<file path="src/rtl/bscan_pkg.sv">
// bscan_pkg: shared types and constants for the BSCANE2 user-DR oversampler.
//   DR_WIDTH_DEFAULT : default data-register length in bits
//   SHIFT_CNT_W      : width of the saturating shift-edge counter
//   dr_t             : data-register word at the default width
//   dr_state_t       : scan-sequence state
`timescale 1ns/1ps
package bscan_pkg;

  localparam int DR_WIDTH_DEFAULT = 32;
  localparam int SHIFT_CNT_W      = 16;

  typedef logic [DR_WIDTH_DEFAULT-1:0] dr_t;

  typedef enum logic [1:0] {
    IDLE     = 2'd0,
    CAPTURED = 2'd1,
    SHIFTING = 2'd2
  } dr_state_t;

endpackage

</file>
<file path="src/rtl/bscan_dr_oversampler_sync_edge.sv">
// sync_edge: STAGES-deep synchronizer for one asynchronous input, followed by
// a rising-edge detector whose output is registered.
//   clk, rst_n : sampling clock, async active-low reset
//   din        : raw asynchronous input
//   rise       : one-clk pulse, STAGES+1 clk after a 0->1 edge on din
`timescale 1ns/1ps
module sync_edge #(
  parameter int STAGES = 2
) (
  input  logic clk,
  input  logic rst_n,
  input  logic din,
  output logic rise
);

  logic [STAGES-1:0] chain_r;
  logic              prev_r;
  logic              rise_r;

  // Synchronizer chain plus previous-level register and registered rise pulse
  always_ff @(posedge clk or negedge rst_n) begin
    if (!rst_n) begin
      chain_r <= '0;
      prev_r  <= 1'b0;
      rise_r  <= 1'b0;
    end else begin
      chain_r <= {chain_r[STAGES-2:0], din};
      prev_r  <= chain_r[STAGES-1];
      rise_r  <= chain_r[STAGES-1] & ~prev_r;
    end
  end

  assign rise = rise_r;

endmodule

</file>
<file path="src/rtl/bscan_dr_oversampler.sv">
// bscan_dr_oversampler: DR_WIDTH-bit JTAG user data register driven by
// oversampled BSCANE2 outputs in the clk domain.
//   clk, rst_n      : sampling clock (>= 8x TCK), async active-low reset
//   tck, tdi, sel, capture, shift, update, tlr : raw BSCANE2 outputs
//   capture_word    : word loaded at Capture-DR
//   tdo             : serial output, always equal to shreg[0]
//   update_word     : last word shifted in, held until the next update
//   update_valid    : one-clk pulse when update_word is written
//   length_err      : sticky, shift count != DR_WIDTH at update; cleared at capture
//   shift_count     : saturating TCK shift edges since last capture
`timescale 1ns/1ps
module bscan_dr_oversampler
  import bscan_pkg::*;
#(
  parameter int DR_WIDTH    = DR_WIDTH_DEFAULT,
  parameter int SYNC_STAGES = 2
) (
  input  logic                   clk,
  input  logic                   rst_n,
  input  logic                   tck,
  input  logic                   tdi,
  input  logic                   sel,
  input  logic                   capture,
  input  logic                   shift,
  input  logic                   update,
  input  logic                   tlr,
  input  logic [DR_WIDTH-1:0]    capture_word,
  output logic                   tdo,
  output logic [DR_WIDTH-1:0]    update_word,
  output logic                   update_valid,
  output logic                   length_err,
  output logic [SHIFT_CNT_W-1:0] shift_count
);

  localparam int                     LVL_N   = 5;
  localparam logic [SHIFT_CNT_W-1:0] CNT_MAX = '1;
  localparam logic [SHIFT_CNT_W-1:0] CNT_DR  = SHIFT_CNT_W'(DR_WIDTH);

  logic                               tck_rise;
  logic                               upd_rise;
  logic [SYNC_STAGES-1:0][LVL_N-1:0]  lvl_chain_r;
  logic                               tdi_s, sel_s, capture_s, shift_s, tlr_s;

  dr_state_t                          state_r, state_nxt;
  logic [DR_WIDTH-1:0]                shreg_r, shreg_nxt;
  logic [DR_WIDTH-1:0]                word_r, word_nxt;
  logic [SHIFT_CNT_W-1:0]             cnt_r, cnt_nxt;
  logic                               err_r, err_nxt;
  logic                               valid_r, valid_nxt;
  logic                               tdo_r;

  sync_edge #(.STAGES(SYNC_STAGES)) u_tck_edge (
    .clk   (clk),
    .rst_n (rst_n),
    .din   (tck),
    .rise  (tck_rise)
  );

  sync_edge #(.STAGES(SYNC_STAGES)) u_upd_edge (
    .clk   (clk),
    .rst_n (rst_n),
    .din   (update),
    .rise  (upd_rise)
  );

  // Level-only TAP inputs: synchronizer chain, no edge detection.
  // Their outputs lead the registered edge pulses by one clk, which is harmless
  // because these levels are stable for half a TCK period around each edge.
  always_ff @(posedge clk or negedge rst_n) begin
    if (!rst_n) begin
      lvl_chain_r <= '0;
    end else begin
      lvl_chain_r[0] <= {tlr, shift, capture, sel, tdi};
      for (int i = 1; i < SYNC_STAGES; i++) begin
        lvl_chain_r[i] <= lvl_chain_r[i-1];
      end
    end
  end

  assign {tlr_s, shift_s, capture_s, sel_s, tdi_s} = lvl_chain_r[SYNC_STAGES-1];

  // Scan-sequence next state; test-logic-reset and update both return to IDLE
  always_comb begin
    state_nxt = state_r;
    if (tlr_s) begin
      state_nxt = IDLE;
    end else if (upd_rise && sel_s) begin
      state_nxt = IDLE;
    end else if (tck_rise && sel_s && capture_s) begin
      state_nxt = CAPTURED;
    end else begin
      case (state_r)
        IDLE:     state_nxt = IDLE;
        CAPTURED: begin
          if (tck_rise && sel_s && shift_s) begin
            state_nxt = SHIFTING;
          end else begin
            state_nxt = CAPTURED;
          end
        end
        SHIFTING: state_nxt = SHIFTING;
        default:  state_nxt = IDLE;
      endcase
    end
  end

  // Datapath next values: capture beats shift, and an update in the same clk
  // sees the post-shift register and count
  always_comb begin
    shreg_nxt = shreg_r;
    cnt_nxt   = cnt_r;
    err_nxt   = err_r;
    word_nxt  = word_r;
    valid_nxt = 1'b0;
    if (tlr_s) begin
      shreg_nxt = '0;
      cnt_nxt   = '0;
    end else begin
      if (tck_rise && sel_s && capture_s) begin
        shreg_nxt = capture_word;
        cnt_nxt   = '0;
        err_nxt   = 1'b0;
      end else if (tck_rise && sel_s && shift_s) begin
        shreg_nxt = {tdi_s, shreg_r[DR_WIDTH-1:1]};
        if (cnt_r != CNT_MAX) begin
          cnt_nxt = cnt_r + SHIFT_CNT_W'(1);
        end else begin
          cnt_nxt = cnt_r;
        end
      end else begin
        shreg_nxt = shreg_r;
      end
      if (upd_rise && sel_s) begin
        word_nxt  = shreg_nxt;
        valid_nxt = 1'b1;
        err_nxt   = (cnt_nxt != CNT_DR);
      end else begin
        valid_nxt = 1'b0;
      end
    end
  end

  // State, shift register and output registers; tdo tracks the next shreg LSB
  always_ff @(posedge clk or negedge rst_n) begin
    if (!rst_n) begin
      state_r <= IDLE;
      shreg_r <= '0;
      word_r  <= '0;
      cnt_r   <= '0;
      err_r   <= 1'b0;
      valid_r <= 1'b0;
      tdo_r   <= 1'b0;
    end else begin
      state_r <= state_nxt;
      shreg_r <= shreg_nxt;
      word_r  <= word_nxt;
      cnt_r   <= cnt_nxt;
      err_r   <= err_nxt;
      valid_r <= valid_nxt;
      tdo_r   <= shreg_nxt[0];
    end
  end

  assign tdo          = tdo_r;
  assign update_word  = word_r;
  assign update_valid = valid_r;
  assign length_err   = err_r;
  assign shift_count  = cnt_r;

endmodule

</file>
<file path="config.mk">
export PLATFORM = sky130hd
export DESIGN_NAME = bscan_dr_oversampler
export DESIGN_NICKNAME = d
export VERILOG_FILES = /design/src/rtl/bscan_pkg.sv /design/src/rtl/bscan_dr_oversampler_sync_edge.sv /design/src/rtl/bscan_dr_oversampler.sv
export SDC_FILE = /design/constraint.sdc
export NUM_CORES = 1
export LEC_CHECK = 0
export ABC_AREA = 1
export ABC_CLOCK_PERIOD_IN_PS = 2000
export BUFFER_PORTS_ARGS = -buffer_cell sky130_fd_sc_hd__buf_2
export CAP_MARGIN = 10
export CORE_MARGIN = 1
export CORE_UTILIZATION = 55
export CTS_CLUSTER_SIZE = 30
export DETAILED_ROUTE_END_ITERATION = 8
export PLACE_DENSITY = 0.8
export SKIP_CTS_REPAIR_TIMING = 1
export SYNTH_ARGS = -nofsm -noshare
export SYNTH_HDL_FRONTEND = slang
export SYNTH_HIERARCHICAL = 1
export SYNTH_SLANG_ARGS = --single-unit
</file>
<file path="constraint.sdc">
create_clock -name clk -period 2 [get_ports clk]
set_input_delay 0.4 -clock clk [delete_from_list [all_inputs] [get_ports clk]]
set_output_delay 0.4 -clock clk [all_outputs]
set_load 0.005 [all_outputs]
</file>
==> results by group, run 1 <==
Global routing
  • First-pass GRT wire length: 17100 microns
  • Remaining Overflow, GRT: 0
  • Initial antenna violation count: 0
  • Pin count of the biggest net entering global routing: 65
  • Vias in the first global route: 3700
  • Total GRT Usage: 25.9%

Die
  • Initial core utilization: 57.3%
  • Die Wd: 92.2 microns
  • IO Count: 92
  • Die area: 8500 sq um
  • Core Area: 7810 sq um
  • Row count: 32
  • Die extent in y: 92.2 microns

Finish
  • N_diodes: 0
  • Commonest non-fill, non-tap cells in the layout: nand2_1, dfrtp_1, buf_2
  • Fillers: 675
  • Share of cells above drive strength 1: 22.0%
  • Commonest non-fill, non-tap cell in the layout: nand2_1
  • Fin nets: 674
  • Area Overhead vs Synth: 18.6%

STA
  • RSZ-0062 raised after global routing: true
  • Slew HR: 62.8%
  • Max-slew violations: 0
  • Final Setup Violations: 0
  • Fin. Hold Viols: 0
  • Period utilization: 94.0%
  • Setup Skew: 0.0158 ns
  • Min Hold Slack: 0.134 ns
  • Tightest Pin Transition: 0.559 ns
  • Minimum clock period: 1.88 ns
  • Highest Clock Rate: 532 MHz

Synth
  • Mapped cell area: 4470 sq um
  • Mean Syn Cell Area: 8.27 sq um
  • Unique masters post-synth: 24
  • #FFs+latches synth: 100
  • Synth Net Count: 583
  • Register area share after synthesis: 56.0%
  • Warnings, synthesis: 6
  • Synth Instances: 541

Worst setup path
  • Crit-path max FO: 4
  • CP endpoint kind: flop
  • Crit path DAT: 2.13 ns
  • CP Launch Type: flop
  • Crit Path Class: reg2reg
  • Req. time, crit path: 2.25 ns

Routing
  • Vias/cell: 5.37
  • WL/cell: 14.1 microns
  • # DRC: 0
  • WL final: 10400 microns
  • Vias post-DR: 3962
  • 1st-iter DRT viols: 270
  • Final ANT Viol Nets: 0
  • Drt pass-1 iters: 5

Placed design
  • Routability Congestion: 0.898
  • IO buf count: 91
  • Post-detail-place hpwl: 7160 microns

Clocking
  • CTS HTree Levels: 3
  • CTS Buf Count: 9
  • Clock Tree Buf Depth: 2
  • CTS Root Cell: clkbuf_8
  • Clock slew at reported path FFs: 0.10 ns
  • CTS tree: done
  • CTS sink cnt: 100
  • Clk_lat worst skew: 0.37 ns

Pwr
  • Cell Int Power: 2970 uW
  • Share of power burned in registers: 56.6%
  • LEAKAGE: 0.00274 uW
  • Pwr dens: 756 nW/um^2
  • Sw Ratio: 25.9%
  • Design Power: 4010 uW
  • Combinational share of power: 11.9%
  • Worst vdd rail ir drop: 0.474 mV
  • Switch Pwr: 1040 uW
  • Clock power frac: 31.5%

Job
  • Max cap viols: 0

Min path
  • Hold Path Class: in2reg

Status
  • Run status: finished, final reports clean
-- power groups by stage --
| stage | registers, uW | clock network (uW) | logic (uW) |
|---|---|---|---|
| global placement | 2300 | 0 | 463 |
| global route | 2290 | 1370 | 544 |
| floorplan | 2310 | 0 | 201 |
| CTS | 2270 | 1290 | 477 |
| finish | 2270 | 1260 | 475 |
| detailed placement | 2310 | 0 | 474 |
-- critical path, cell delays in order, from the launching register on --
cell and delay (ns):
dfrtp_1 0.41, buf_4 0.13, nand2_1 0.05, nor2_2 0.20
nand2_2 0.11, nor2_1 0.25, nand3_1 0.11, nand3_1 0.12
nand2_1 0.07, nor2_1 0.10, nand2_1 0.06, nor2_1 0.12
nor2_1 0.05
-- flip-flops by register name, summed over array words and instances, names as in the netlist --
signal              count
shreg_r                32
u_upd_edge/prev_r       1
u_upd_edge/chain_r      2
update_valid            1
update_word            32
u_upd_edge/rise         1
shift_count            16
lvl_chain_r             9
capture_s               1
u_tck_edge/chain_r      2
length_err              1
u_tck_edge/rise         1
u_tck_edge/prev_r       1
-- routing by layer --
layer	routed length (microns)	vias up	track usage (%)
li1	-	1927	-
met1	4470	1874	34.2
met2	5100	149	41.9
met3	692	12	5.72
met4	142	0	9.64
met5	0	-	0
-- kinds of logic after synthesis --
| logic type | synth area share (%) |
|---|---|
| adders and majority gates | 0.280 |
| DFF | 56.0 |
| buffers and inverters | 4.92 |
| AOI/OAI and AO/OA | 7.44 |
| xor gates and xnor gates | 0.392 |
| and+or+nand+nor | 31.0 |
-- path summary, 6_finish.rpt --
path | start | to | slack [ns] | cells past startpoint
worst min register to register | lvl_chain_r[0]$_DFF_PN0_ | lvl_chain_r[5]$_DFF_PN0_ | 0.35 | 0
worst max register to register | shift_count[1]$_DFF_PN0_ | length_err$_DFFE_PN0P_ | 0.12 | 12
worst max-delay path | shift_count[1]$_DFF_PN0_ | length_err$_DFFE_PN0P_ | 0.12 | 12
min in group asynchronous | rst_n | shreg_r[27]$_DFF_PN0_ | 0.51 | 2
worst min-delay path | tdi | lvl_chain_r[0]$_DFF_PN0_ | 0.13 | 1
max in group asynchronous | rst_n | update_word[17]$_DFFE_PN0P_ | 0.85 | 3
-- area by class of cell --
class,instances,area [sq um],share of cell area (%)
Clock buffer,10,128,2.41
Clock inverter,5,62.6,1.18
Inverter,27,101,1.91
Multi-Input combinational cell,387,1780,33.6
Sequential cell,100,2500,47.2
Tap cell,102,128,2.41
Timing Repair Buffer,107,597,11.3
-- through the flow --
step                setup slack (ns)  TNS (ns)  area, sq um  utilization, %  cells
floorplan                      0.337         0         4470               -    541
global route                 -0.0811   -0.0811         5300            67.9    738
finish                         0.121         0         5300            67.9    738
detailed placement            0.0925         0         5040            64.6    718
CTS                           0.0718         0         5230            67.0    733
global placement               0.201         0         5040            64.6    718
-- cells in the mapped netlist (all sizes together) --
| cell type | number | area, sq um |
|---|---|---|
| ha | 1 | 12.5 |
| o21ai | 64 | 320 |
| a21oi | 1 | 5.00 |
| or2 | 1 | 6.26 |
| nand4 | 8 | 62.6 |
| dfrtp | 100 | 2500 |
| nand3 | 68 | 345 |
| clkbuf | 19 | 71.3 |
| nand2 | 159 | 604 |
| nor3 | 1 | 5.00 |
| xor2 | 1 | 8.76 |
| buf | 8 | 47.5 |
| inv | 27 | 101 |
| xnor2 | 1 | 8.76 |
| nand3b | 1 | 7.51 |
| o211ai | 1 | 7.51 |
| nor2 | 80 | 355 |
(Power assumes the default switching activity.)
==> run 2, diff against run 1 <==
Settings changed: ABC_CLOCK_PERIOD_IN_PS 2000 to default.
Clock period 2 ns to 1.8 ns, I/O delays scaled along.
==> run 2 against run 1 <==
The flow now finishes with violations (setup timing). Fmax up 0.85%. Worst hold slack got worse by 0.036 ns. Clock power grew 12%. Die area unchanged. Sequential cell count did not move. Wire length grew 4.3%. Critical path type unchanged. Utilization is 2.7 points higher. Final area increased by 4.0%. Register-to-register slack worse by 0.18 ns. Clock skew fell by 0.0047 ns.
==> results by group, run 2 (synthesized netlist as in run 1, its figures left out) <==
Clocking
  • Clock Tree Buf Depth: 2 (unchanged)
  • CTS Root Cell: clkbuf_8 (unchanged)
  • Clk_lat worst skew: 0.36 ns (was 0.37 ns)
  • CTS sink cnt: 100 (unchanged)
  • Clock slew at reported path FFs: 0.10 ns (about the same)
  • CTS HTree Levels: 3 (unchanged)
  • CTS Buf Count: 9 (unchanged)
  • CTS tree: done (unchanged)

Routing
  • Vias/cell: 5.35 (was 5.37)
  • # DRC: 0 (unchanged)
  • 1st-iter DRT viols: 260 (was 270)
  • WL/cell: 14.3 microns (was 14.1 microns)
  • Drt pass-1 iters: 6 (was 5)
  • Vias post-DR: 4051 (was 3962)
  • WL final: 10900 microns (was 10400 microns)
  • Final ANT Viol Nets: 0 (unchanged)

STA
  • Final Setup Violations: 1 (was 0)
  • Minimum clock period: 1.86 ns (was 1.88 ns)
  • Highest Clock Rate: 537 MHz (was 532 MHz)
  • Slack of the critical path: -0.0632 ns (was 0.121 ns)
  • Fin. Hold Viols: 0 (unchanged)
  • Setup Skew: 0.0111 ns (was 0.0158 ns)
  • Slew HR: 65.6% (was 62.8%)
  • Max-slew violations: 0 (unchanged)
  • Tightest Pin Transition: 0.517 ns (was 0.559 ns)
  • RSZ-0062 raised after global routing: true (unchanged)
  • Period utilization: 104% (was 94.0%)

Global routing
  • Initial antenna violation count: 0 (unchanged)
  • Total GRT Usage: 26.2% (was 25.9%)
  • First-pass GRT wire length: 17500 microns (was 17100 microns)
  • Vias in the first global route: 3821 (was 3700)
  • Remaining Overflow, GRT: 0 (unchanged)
  • Pin count of the biggest net entering global routing: 61 (was 65)

Worst setup path
  • Crit-path max FO: 5 (was 4)
  • Crit path DAT: 2.11 ns (was 2.13 ns)
  • R2R setup slack: -0.06 ns (was 0.12 ns)
  • Most used cell, CP: nand2_1 (was nor2_1)
  • Slowest CP cell: dfrtp_1 (unchanged)
  • Crit Path Class: reg2reg (unchanged)
  • CP endpoint kind: flop (unchanged)
  • CP Launch Type: flop (unchanged)
  • WP buf/inv: 1 (unchanged)
  • Req. time, crit path: 2.05 ns (was 2.25 ns)
  • Cell Chain, Critical Path: ha_4, inv_2, nor2_4, nand2_2, nor2_4, nand2_1, nand2_1, nand3_1, nand2_1, nand2_1, nor2_1, nand2_1, nor2_1, nor2_1 (was buf_4, nand2_1, nor2_2, nand2_2, nor2_1, nand3_1, nand3_1, nand2_1, nor2_1, nand2_1, nor2_1, nor2_1)
  • Crit-path max cell delay: 0.43 ns (was 0.41 ns)
  • Crit path max-delay family: simple AND/OR/NAND/NOR gates (unchanged)

Pwr
  • Clock power frac: 31.6% (was 31.5%)
  • Share of power burned in registers: 56.3% (was 56.6%)
  • LEAKAGE: 0.00284 uW (was 0.00274 uW)
  • Design Power: 4480 uW (was 4010 uW)
  • Pwr dens: 812 nW/um^2 (was 756 nW/um^2)
  • Worst vdd rail ir drop: 0.462 mV (was 0.474 mV)
  • Combinational share of power: 12.2% (was 11.9%)
  • Switch Pwr: 1160 uW (was 1040 uW)
  • Cell Int Power: 3320 uW (was 2970 uW)
  • Sw Ratio: 26.0% (was 25.9%)

Die
  • Initial core utilization: 57.3% (unchanged)
  • IO Count: 92 (unchanged)
  • Die Wd: 92.2 microns (unchanged)
  • Row count: 32 (unchanged)
  • Die extent in y: 92.2 microns (unchanged)
  • Die area: 8500 sq um (unchanged)
  • Core Area: 7810 sq um (unchanged)

Finish
  • Final std cells w/o fill: 757 (was 738)
  • Fin nets: 692 (was 674)
  • Share of cells above drive strength 1: 26.7% (was 22.0%)
  • Fillers: 618 (was 675)
  • Reg area: 2510 sq um (was 2500 sq um)
  • Area Overhead vs Synth: 23.4% (was 18.6%)
  • Multi-input gate area: 1830 sq um (was 1780 sq um)
  • N_diodes: 0 (unchanged)
  • Commonest non-fill, non-tap cells in the layout: nand2_1, dfrtp_1, buf_2 (unchanged)
  • Commonest non-fill, non-tap cell in the layout: nand2_1 (unchanged)

Placed design
  • Dpl ws: -0.0298 ns (was 0.0925 ns)
  • Routability Congestion: 0.905 (was 0.898)
  • IO buf count: 91 (unchanged)
  • Inst Count DP: 729 (was 718)
  • Post-detail-place hpwl: 7360 microns (was 7160 microns)

Min path
  • Hold Path Class: in2reg (unchanged)

Status
  • Failing checks: setup timing
  • Run status: finished, violations left (was finished, final reports clean)

Job
  • Max cap viols: 0 (unchanged)
## run 2: power by group through the flow
| stage | Sequential [uW] | Clock, uW | Combinational (uW) |
|---|---|---|---|
| floorplan | 2570 | 0 | 223 |
| global placement | 2550 | 0 | 530 |
| detailed placement | 2560 | 0 | 547 |
| CTS | 2520 | 1440 | 548 |
| global route | 2540 | 1520 | 620 |
| finish | 2520 | 1410 | 544 |
## run 2: stage by stage
| step | TNS [ns] | utilization, % | area, sq um | hold WS [ns] |
|---|---|---|---|---|
| 2_1_floorplan | 0 | - | 4470 | 0.0644 |
| 3_3_place_gp | 0 | 66.0 | 5150 | 0.333 |
| 3_5_place_dp | -0.0298 | 66.0 | 5150 | 0.336 |
| 4_1_cts | -0.0516 | 68.4 | 5340 | -0.0527 |
| 5_1_grt | -0.146 | 70.7 | 5520 | 0.0854 |
| 6_report | -0.0632 | 70.7 | 5520 | 0.0980 |
## run 2: metal layers
layer,GRT usage (%),wire length (microns),up-vias,part of all wire [%]
li1,-,-,1970,-
met4,10.0,225,0,2.1
met1,35.1,4600,1890,42
met2,43.0,5390,167,50
met3,4.39,637,24,5.9
met5,0,0,-,0
## run 2: worst reg2reg max path, delay by kind of cell (launching register included)
kind,cells,cell delay (ns)
fa+ha+maj,1,0.18
buf+inv,1,0.05
simple gates,12,1.12
flops,1,0.43
## run 2: area by class of cell
class	instances	area share [%]
flip-flops and latches	100	45.5
multi-input cells	388	33.3
repair buffers	124	13.6
clock buffers	11	2.38
well taps	102	2.31
inverters	27	1.84
clock inverters	5	1.09
## run 2: worst paths after layout
path | startpoint | to | depth (start not counted)
max reg2reg | shift_count[1]$_DFF_PN0_ | length_err$_DFFE_PN0P_ | 14
min | tdi | lvl_chain_r[0]$_DFF_PN0_ | 1
max in group asynchronous | rst_n | shift_count[9]$_DFF_PN0_ | 3
min reg2reg | u_upd_edge/chain_r[0]$_DFF_PN0_ | u_upd_edge/chain_r[1]$_DFF_PN0_ | 0
min in group asynchronous | rst_n | update_word[26]$_DFFE_PN0P_ | 2
max | shift_count[1]$_DFF_PN0_ | length_err$_DFFE_PN0P_ | 14
